**config.mk**
```make
export PLATFORM = sky130hd
export DESIGN_NAME = soft_error_event_arbiter
export DESIGN_NICKNAME = d
export VERILOG_FILES = /design/src/rtl/soft_error_pkg.sv /design/src/rtl/soft_error_rr_arbiter.sv /design/src/rtl/soft_error_event_arbiter.sv
export SDC_FILE = /design/constraint.sdc
export NUM_CORES = 2
export LEC_CHECK = 0
export ABC_AREA = 1
export BUFFER_PORTS_ARGS = -buffer_cell sky130_fd_sc_hd__buf_2
export CORE_MARGIN = 5
export CORE_UTILIZATION = 30
export CTS_CLUSTER_SIZE = 40
export DETAILED_ROUTE_END_ITERATION = 6
export GPL_TIMING_DRIVEN = 0
export SLEW_MARGIN = 20
export SYNTH_ARGS = -nofsm -noshare
export SYNTH_HDL_FRONTEND = slang
export SYNTH_SLANG_ARGS = --single-unit
```
**constraint.sdc**
```tcl
create_clock -name i_clk -period 46.7 [get_ports i_clk]
set_input_delay 2.335 -clock i_clk [delete_from_list [all_inputs] [get_ports i_clk]]
set_output_delay 2.335 -clock i_clk [all_outputs]
set_load 0.02 [all_outputs]
```
**src/rtl/soft_error_pkg.sv**
```systemverilog
`default_nettype none
// ============================================================================
// Module      : soft_error_pkg
// Description : Shared constants for the soft-error event arbiter: source
//               count and index widths for the default bank count, the
//               channel-type encoding and the output FSM state encodings.
// Revision    : 1.0 - initial release
// ============================================================================
package soft_error_pkg;

    localparam int ERRSIG_ID_NUM_DEF = 7;

    // Each bank contributes one channel-A and one channel-B source.
    function automatic int src_num(input int banks);
        return 2 * banks;
    endfunction

    localparam int SRC_NUM = src_num(ERRSIG_ID_NUM_DEF);
    localparam int BANK_W  = $clog2(ERRSIG_ID_NUM_DEF);
    localparam int SRC_W   = $clog2(SRC_NUM);

    localparam logic EVT_TYPE_A = 1'b0;
    localparam logic EVT_TYPE_B = 1'b1;

    localparam logic [0:0] IDLE = 1'b0;
    localparam logic [0:0] HOLD = 1'b1;

endpackage
`default_nettype wire

```
**src/rtl/soft_error_rr_arbiter.sv**
```systemverilog
`default_nettype none
// ============================================================================
// Module      : soft_error_rr_arbiter
// Description : Combinational round-robin selector. Returns the first set
//               request at or above the pointer, wrapping past SRC_NUM-1.
// Ports       : i_req     - request vector, one bit per source
//               i_ptr     - index with highest priority this cycle
//               o_grant   - selected source index (0 when nothing requested)
//               o_any_req - at least one request bit is set
// Revision    : 1.0 - initial release
// ============================================================================
module soft_error_rr_arbiter
    import soft_error_pkg::*;
#(
    parameter int SRC_NUM = soft_error_pkg::SRC_NUM,
    parameter int SRC_W   = $clog2(SRC_NUM)
) (
    input  logic [SRC_NUM-1:0] i_req,
    input  logic [SRC_W-1:0]   i_ptr,
    output logic [SRC_W-1:0]   o_grant,
    output logic               o_any_req
);

    logic [SRC_W-1:0] w_idx;

    // Index of the source 'off' positions after 'base', modulo SRC_NUM.
    function automatic logic [SRC_W-1:0] wrap_add(input logic [SRC_W-1:0] base, input int off);
        int sum;
        sum = int'(base) + off;
        if (sum >= SRC_NUM) begin
            sum = sum - SRC_NUM;
        end
        return SRC_W'(sum);
    endfunction

    // Walk from the farthest offset down to the pointer itself so that the
    // last hit written is the closest one to the pointer.
    always_comb begin
        o_grant   = '0;
        o_any_req = 1'b0;
        w_idx     = '0;
        for (int off = SRC_NUM - 1; off >= 0; off--) begin
            w_idx = wrap_add(i_ptr, off);
            if (i_req[w_idx]) begin
                o_grant   = w_idx;
                o_any_req = 1'b1;
            end
        end
    end

endmodule
`default_nettype wire

```
**src/rtl/soft_error_event_arbiter.sv**
```systemverilog
`default_nettype none
// ============================================================================
// Module      : soft_error_event_arbiter
// Description : Converts per-bank A/B error levels into timestamped events,
//               keeps a saturating counter per source and serialises pending
//               events onto one valid/ready port with round-robin fairness.
//               Source index s = 2*bank + type.
// Ports       : i_clk, i_rst          - clock, async active-high reset
//               i_err_A, i_err_B      - per-bank error levels
//               i_clear               - sync clear of counters and overflow
//               o_evt_valid/i_evt_ready, o_evt_bank, o_evt_type, o_evt_ts
//                                     - event record and handshake
//               i_cnt_sel, o_cnt_A, o_cnt_B
//                                     - registered counter readout per bank
//               o_overflow            - sticky lost-event flag
// Revision    : 1.0 - initial release
// ============================================================================
module soft_error_event_arbiter
    import soft_error_pkg::*;
#(
    parameter int ERRSIG_ID_num = ERRSIG_ID_NUM_DEF,
    parameter int TS_WIDTH      = 32,
    parameter int CNT_WIDTH     = 16
) (
    input  logic                             i_clk,
    input  logic                             i_rst,
    input  logic [ERRSIG_ID_num-1:0]         i_err_A,
    input  logic [ERRSIG_ID_num-1:0]         i_err_B,
    input  logic                             i_clear,
    output logic                             o_evt_valid,
    input  logic                             i_evt_ready,
    output logic [$clog2(ERRSIG_ID_num)-1:0] o_evt_bank,
    output logic                             o_evt_type,
    output logic [TS_WIDTH-1:0]              o_evt_ts,
    input  logic [$clog2(ERRSIG_ID_num)-1:0] i_cnt_sel,
    output logic [CNT_WIDTH-1:0]             o_cnt_A,
    output logic [CNT_WIDTH-1:0]             o_cnt_B,
    output logic                             o_overflow
);

    localparam int c_SRC_NUM = src_num(ERRSIG_ID_num);
    localparam int c_BANK_W  = $clog2(ERRSIG_ID_num);
    localparam int c_SRC_W   = c_BANK_W + 1;
    localparam logic [CNT_WIDTH-1:0] c_CNT_MAX = '1;

    logic [c_SRC_NUM-1:0] w_in;
    logic [c_SRC_NUM-1:0] w_rise;
    logic [c_SRC_NUM-1:0] w_gnt_hit;
    logic [c_SRC_NUM-1:0] w_ovf_hit;
    logic [c_SRC_NUM-1:0] r_prev;
    logic [c_SRC_NUM-1:0] r_pend;
    logic [TS_WIDTH-1:0]  r_ts  [c_SRC_NUM];
    logic [CNT_WIDTH-1:0] r_cnt [c_SRC_NUM];
    logic [TS_WIDTH-1:0]  r_tsc;
    logic [c_SRC_W-1:0]   r_ptr;
    logic [c_SRC_W-1:0]   w_grant;
    logic                 w_any;
    logic                 w_load;
    logic [0:0]           r_state;

    // Interleave channels so that bit 0 of the source index is the type.
    for (genvar s = 0; s < c_SRC_NUM; s++) begin : g_src
        if (s % 2 == 0) begin : g_chan_a
            assign w_in[s] = i_err_A[s/2];
        end else begin : g_chan_b
            assign w_in[s] = i_err_B[s/2];
        end
        assign w_gnt_hit[s] = w_load && (w_grant == c_SRC_W'(s));
        // A record being granted this cycle is not lost by a fresh rise.
        assign w_ovf_hit[s] = w_rise[s] && r_pend[s] && !w_gnt_hit[s];
    end

    assign w_rise = w_in & ~r_prev;

    soft_error_rr_arbiter #(
        .SRC_NUM (c_SRC_NUM),
        .SRC_W   (c_SRC_W)
    ) u_rr_arbiter (
        .i_req     (r_pend),
        .i_ptr     (r_ptr),
        .o_grant   (w_grant),
        .o_any_req (w_any)
    );

    // In HOLD the valid flag is always set, so ready alone is the handshake.
    assign w_load = w_any && ((r_state == IDLE) || i_evt_ready);

    // Edge detection, pending flags, timestamps, counters and overflow.
    always_ff @(posedge i_clk or posedge i_rst) begin
        if (i_rst) begin
            r_prev     <= '0;
            r_pend     <= '0;
            r_tsc      <= '0;
            o_overflow <= 1'b0;
            for (int s = 0; s < c_SRC_NUM; s++) begin
                r_ts[s]  <= '0;
                r_cnt[s] <= '0;
            end
        end else begin
            r_prev <= w_in;
            r_tsc  <= r_tsc + TS_WIDTH'(1);
            for (int s = 0; s < c_SRC_NUM; s++) begin
                // A rise wins over a grant: the old record goes out while
                // the new one stays pending with its own timestamp.
                if (w_rise[s]) begin
                    r_pend[s] <= 1'b1;
                    r_ts[s]   <= r_tsc;
                end else if (w_gnt_hit[s]) begin
                    r_pend[s] <= 1'b0;
                end
                if (i_clear) begin
                    r_cnt[s] <= w_rise[s] ? CNT_WIDTH'(1) : '0;
                end else if (w_rise[s] && (r_cnt[s] != c_CNT_MAX)) begin
                    r_cnt[s] <= r_cnt[s] + CNT_WIDTH'(1);
                end
            end
            if (i_clear) begin
                o_overflow <= 1'b0;
            end else if (|w_ovf_hit) begin
                o_overflow <= 1'b1;
            end
        end
    end

    // Output record FSM and round-robin pointer.
    always_ff @(posedge i_clk or posedge i_rst) begin
        if (i_rst) begin
            r_state     <= IDLE;
            r_ptr       <= '0;
            o_evt_valid <= 1'b0;
            o_evt_bank  <= '0;
            o_evt_type  <= EVT_TYPE_A;
            o_evt_ts    <= '0;
        end else if (w_load) begin
            r_state     <= HOLD;
            o_evt_valid <= 1'b1;
            o_evt_bank  <= w_grant[c_SRC_W-1:1];
            o_evt_type  <= w_grant[0] ? EVT_TYPE_B : EVT_TYPE_A;
            o_evt_ts    <= r_ts[w_grant];
            r_ptr       <= (w_grant == c_SRC_W'(c_SRC_NUM - 1)) ? '0 : w_grant + c_SRC_W'(1);
        end else if ((r_state == HOLD) && i_evt_ready) begin
            r_state     <= IDLE;
            o_evt_valid <= 1'b0;
        end
    end

    // Counter readout; bank indices beyond the last bank read as zero.
    always_ff @(posedge i_clk or posedge i_rst) begin
        if (i_rst) begin
            o_cnt_A <= '0;
            o_cnt_B <= '0;
        end else if (int'(i_cnt_sel) < ERRSIG_ID_num) begin
            o_cnt_A <= r_cnt[{i_cnt_sel, EVT_TYPE_A}];
            o_cnt_B <= r_cnt[{i_cnt_sel, EVT_TYPE_B}];
        end else begin
            o_cnt_A <= '0;
            o_cnt_B <= '0;
        end
    end

endmodule
`default_nettype wire

```
==> flow_summary.yaml <==
status:
  status: "complete, no violations"
cells_and_area:
  multi_input_area_um2: 17800
  layout.cells.non_filler: 7592
  fin_nets: 5785
  register_area_um2: 20200
  fillers: 14600
  syn_to_final_growth_pct: 14.5
  drive_above_1_share_pct: 6.95
floorplanning:
  rows: 136
  die_w_um: 383
  io_pins: 91
  design.die.area_um2: 146000
  fp.dieH_um: 383
  core_area_um2: 138000
  start_util_pct: 30.2
clock_tree:
  cts_hold_buf: 0
  h-tree-depth: 3
  clock_sinks: 806
  cts_buffers: 89
  clk_path_buf_depth: 3
  post_cts_resized: 0
  cts-root-buf: "clkbuf_16"
  clkLatencyLatePin_ps: 730
  clk_pin_slew_ps: 60
  cts_tree: "built"
  postCtsSetupBuffers: 0
critical_path:
  critPathSlowestCell: "a21boi_1"
  cp.arrival_ps: 7120
  crit_path_max_incr_delay_ps: 800
  crit_type: "reg -> reg"
  crit_required_ps: 47370
  path_common_cell: "nand2_1"
  critPathLaunch: "r_ptr[2]"
  critPathCaptureType: "flop"
  startpoint_type: "flop"
  cp_max_fo: 13
  r2r_start: "r_ptr[2]"
detailed_routing:
  met1Wirelength_um: 66900
  wl_per_cell_um: 20.3
  postRouteAntennaNets: 0
  remaining_drc_errors: 0
  wl_met2_um: 66800
  drt-pass1-iter-count: 6
  drt_iter0_markers: 4497
  vias_per_cell: 5.20
  vias: 39500
  highest_layer: "met4"
  drt_wl_total_um: 154000
  met3_length_um: 14000
synth:
  syn_avg_cell_area_um2: 7.53
  netlist_top_cells_area: "dfrtp_1 48%, nand2_1 15%, o21ai_0 9.0%"
  synth_common_cells: "1646 x nand2_1, 806 x dfrtp_1, 750 x o21ai_0, 602 x inv_1, 329 x nor2_1"
  yosysUniqueCellTypes: 59
  ys_warn_count: 0
  yosysTopAreaCell: "dfrtp_1"
  syn_nets: 5593
  synth_seq_cells: 806
  synthArstFlopShare_pct: 100
  synth_top_flop_cell: "dfrtp_1"
  synth_edf_count: 0
  synth.yosys.seq_area_share_pct: 48.4
  synthCells: 5535
  synth_top_area_share_pct: 48.4
  synth_area_um2: 41700
  synth.most_common_cell: "nand2_1"
timing:
  fin_crit_sh_pct: 13.8
  hold_viol: 0
  fmax_ghz: 0.155
  tns_ps: 0
  slew_headroom_pct: 20.6
  fin_crit_ps: 6450
  setup_viol: 0
  worstMarginPinSlew_ps: 1190
  drv_slew: 0
  skew_ps: 57.4
  rsz0062_at_grt: "false"
global_route:
  overflow: 0
  grt_max_degree: 101
  grt_usage_pct: 20.4
  antenna_found_initial: 3
  grt_pass1_vias: 36700
  grt_pass1_wl_um: 230000
placed_design:
  dp_hpwl_um: 111000
  io_buffers: 88
  gp_congestion: 0.951
  dp_cells: 7430
worst_hold_path:
  hp-start: "r_cnt[20]"
  hold_path.class: "reg -> reg"
power_and_ir_drop:
  power_density_nw_per_um2: 76.8
  ir_worst_vdd_v: 0.0000972
  p_leak_nw: 21.2
job:
  cap_violations: 0
-- metrics by stage --
stage | total power [mW] | cell area [um2] | util [%] | hold WS [ps] | setup slack (ps)
6_report | 3.67 | 47700 | 34.6 | 465 | 40250
5_1_grt | 3.84 | 47700 | 34.6 | 483 | 39930
4_1_cts | 3.62 | 47700 | 34.6 | 458 | 40300
3_5_place_dp | 2.87 | 44700 | 32.4 | 449 | 40360
3_3_place_gp | 2.86 | 44400 | 32.2 | 436 | 11520
2_1_floorplan | 2.04 | 41700 | - | 423 | 21730
-- layer usage --
metal,vias up,track usage (%)
met4,0,7.60
met1,19000,28.4
met2,1837,31.3
met5,-,0
li1,18300,-
met3,358,4.31
-- cell usage in the layout, fill, tap and decap left out, types with 16 or more instances in the layout --
| master | count |
|---|---|
| o211ai_1 | 16 |
| buf_1 | 18 |
| nand2_1 | 1646 |
| a211oi_1 | 33 |
| o21ai_0 | 750 |
| clkbuf_16 | 90 |
| nor4_1 | 20 |
| o21a_1 | 19 |
| xor2_1 | 43 |
| a21oi_1 | 251 |
| clkbuf_1 | 191 |
| clkbuf_8 | 29 |
| inv_1 | 601 |
| nand4_1 | 66 |
| dfrtp_1 | 806 |
| nand3_1 | 265 |
| ha_1 | 36 |
| buf_2 | 141 |
| nor3_1 | 142 |
| inv_2 | 25 |
| clkinv_2 | 21 |
| a31oi_1 | 20 |
| a22oi_1 | 19 |
| o21ai_1 | 53 |
| nor2_1 | 324 |
-- logic make-up (layout without fill, tap and decap cells) --
kind of cell / after synthesis / after routing / share of synthesized area (%)
AOI/OAI and AO/OA: 1212 / 1212 / 15.6
xor gates and xnor gates: 47 / 47 / 1.02
adders and majority gates: 37 / 37 / 1.13
buffers and inverters: 914 / 1176 / 8.91
DFF: 806 / 806 / 48.4
muxes: 1 / 1 / 0.0270
other: 0 / 1 / 0
and+or+nand+nor: 2518 / 2518 / 24.9
-- final timing paths --
kind,endpoint,slack [ps],depth (start not counted)
setup reg to reg,o_evt_ts[10],40250,28
hold / removal,r_cnt[20],470,1
max in group asynchronous,r_cnt[64],43200,5
setup / recovery,o_evt_ts[10],40250,28
hold reg to reg,r_cnt[20],470,1
min in group asynchronous,r_ts[185],1700,2
-- registers in the layout (all words and copies together) (netlist names) --
signal and flops:
r_ts 448, r_cnt 224, o_evt_ts 32, r_tsc 32, o_cnt_A 16, o_cnt_B 16, r_pend 14, r_prev 14
r_ptr 4, o_evt_bank 3, o_evt_type 1, o_overflow 1, r_state 1
-- layout make-up --
type                    count  share of cell area, %
flip-flops and latches    806                   42.3
multi-input cells        3815                   37.3
clock buffers             126                   5.40
inverters                 634                   5.01
well taps                1794                   4.71
plain buffers             280                   2.80
repair buffers            101                   1.53
clock inverters            35                  0.934
diodes                      1                0.00525
-- critical path, delay by kind of cell, from the launching register on --
kind	cells	cell delay (ps)
adders and majority gates	1	360
and+or+nand+nor	19	1960
AOI/OAI and AO/OA	4	2000
DFF	1	750
buffers and inverters	4	1270
-- where the power goes --
| group | leakage [nW] | switching (mW) | total, mW | internal (mW) |
|---|---|---|---|---|
| clock network | 1.50 | 0.313 | 0.739 | 0.425 |
| registers | 10.9 | 0.0214 | 0.755 | 0.734 |
| logic | 8.75 | 1.66 | 2.17 | 0.513 |
No activity file was read; power rests on OpenSTA's default activity.
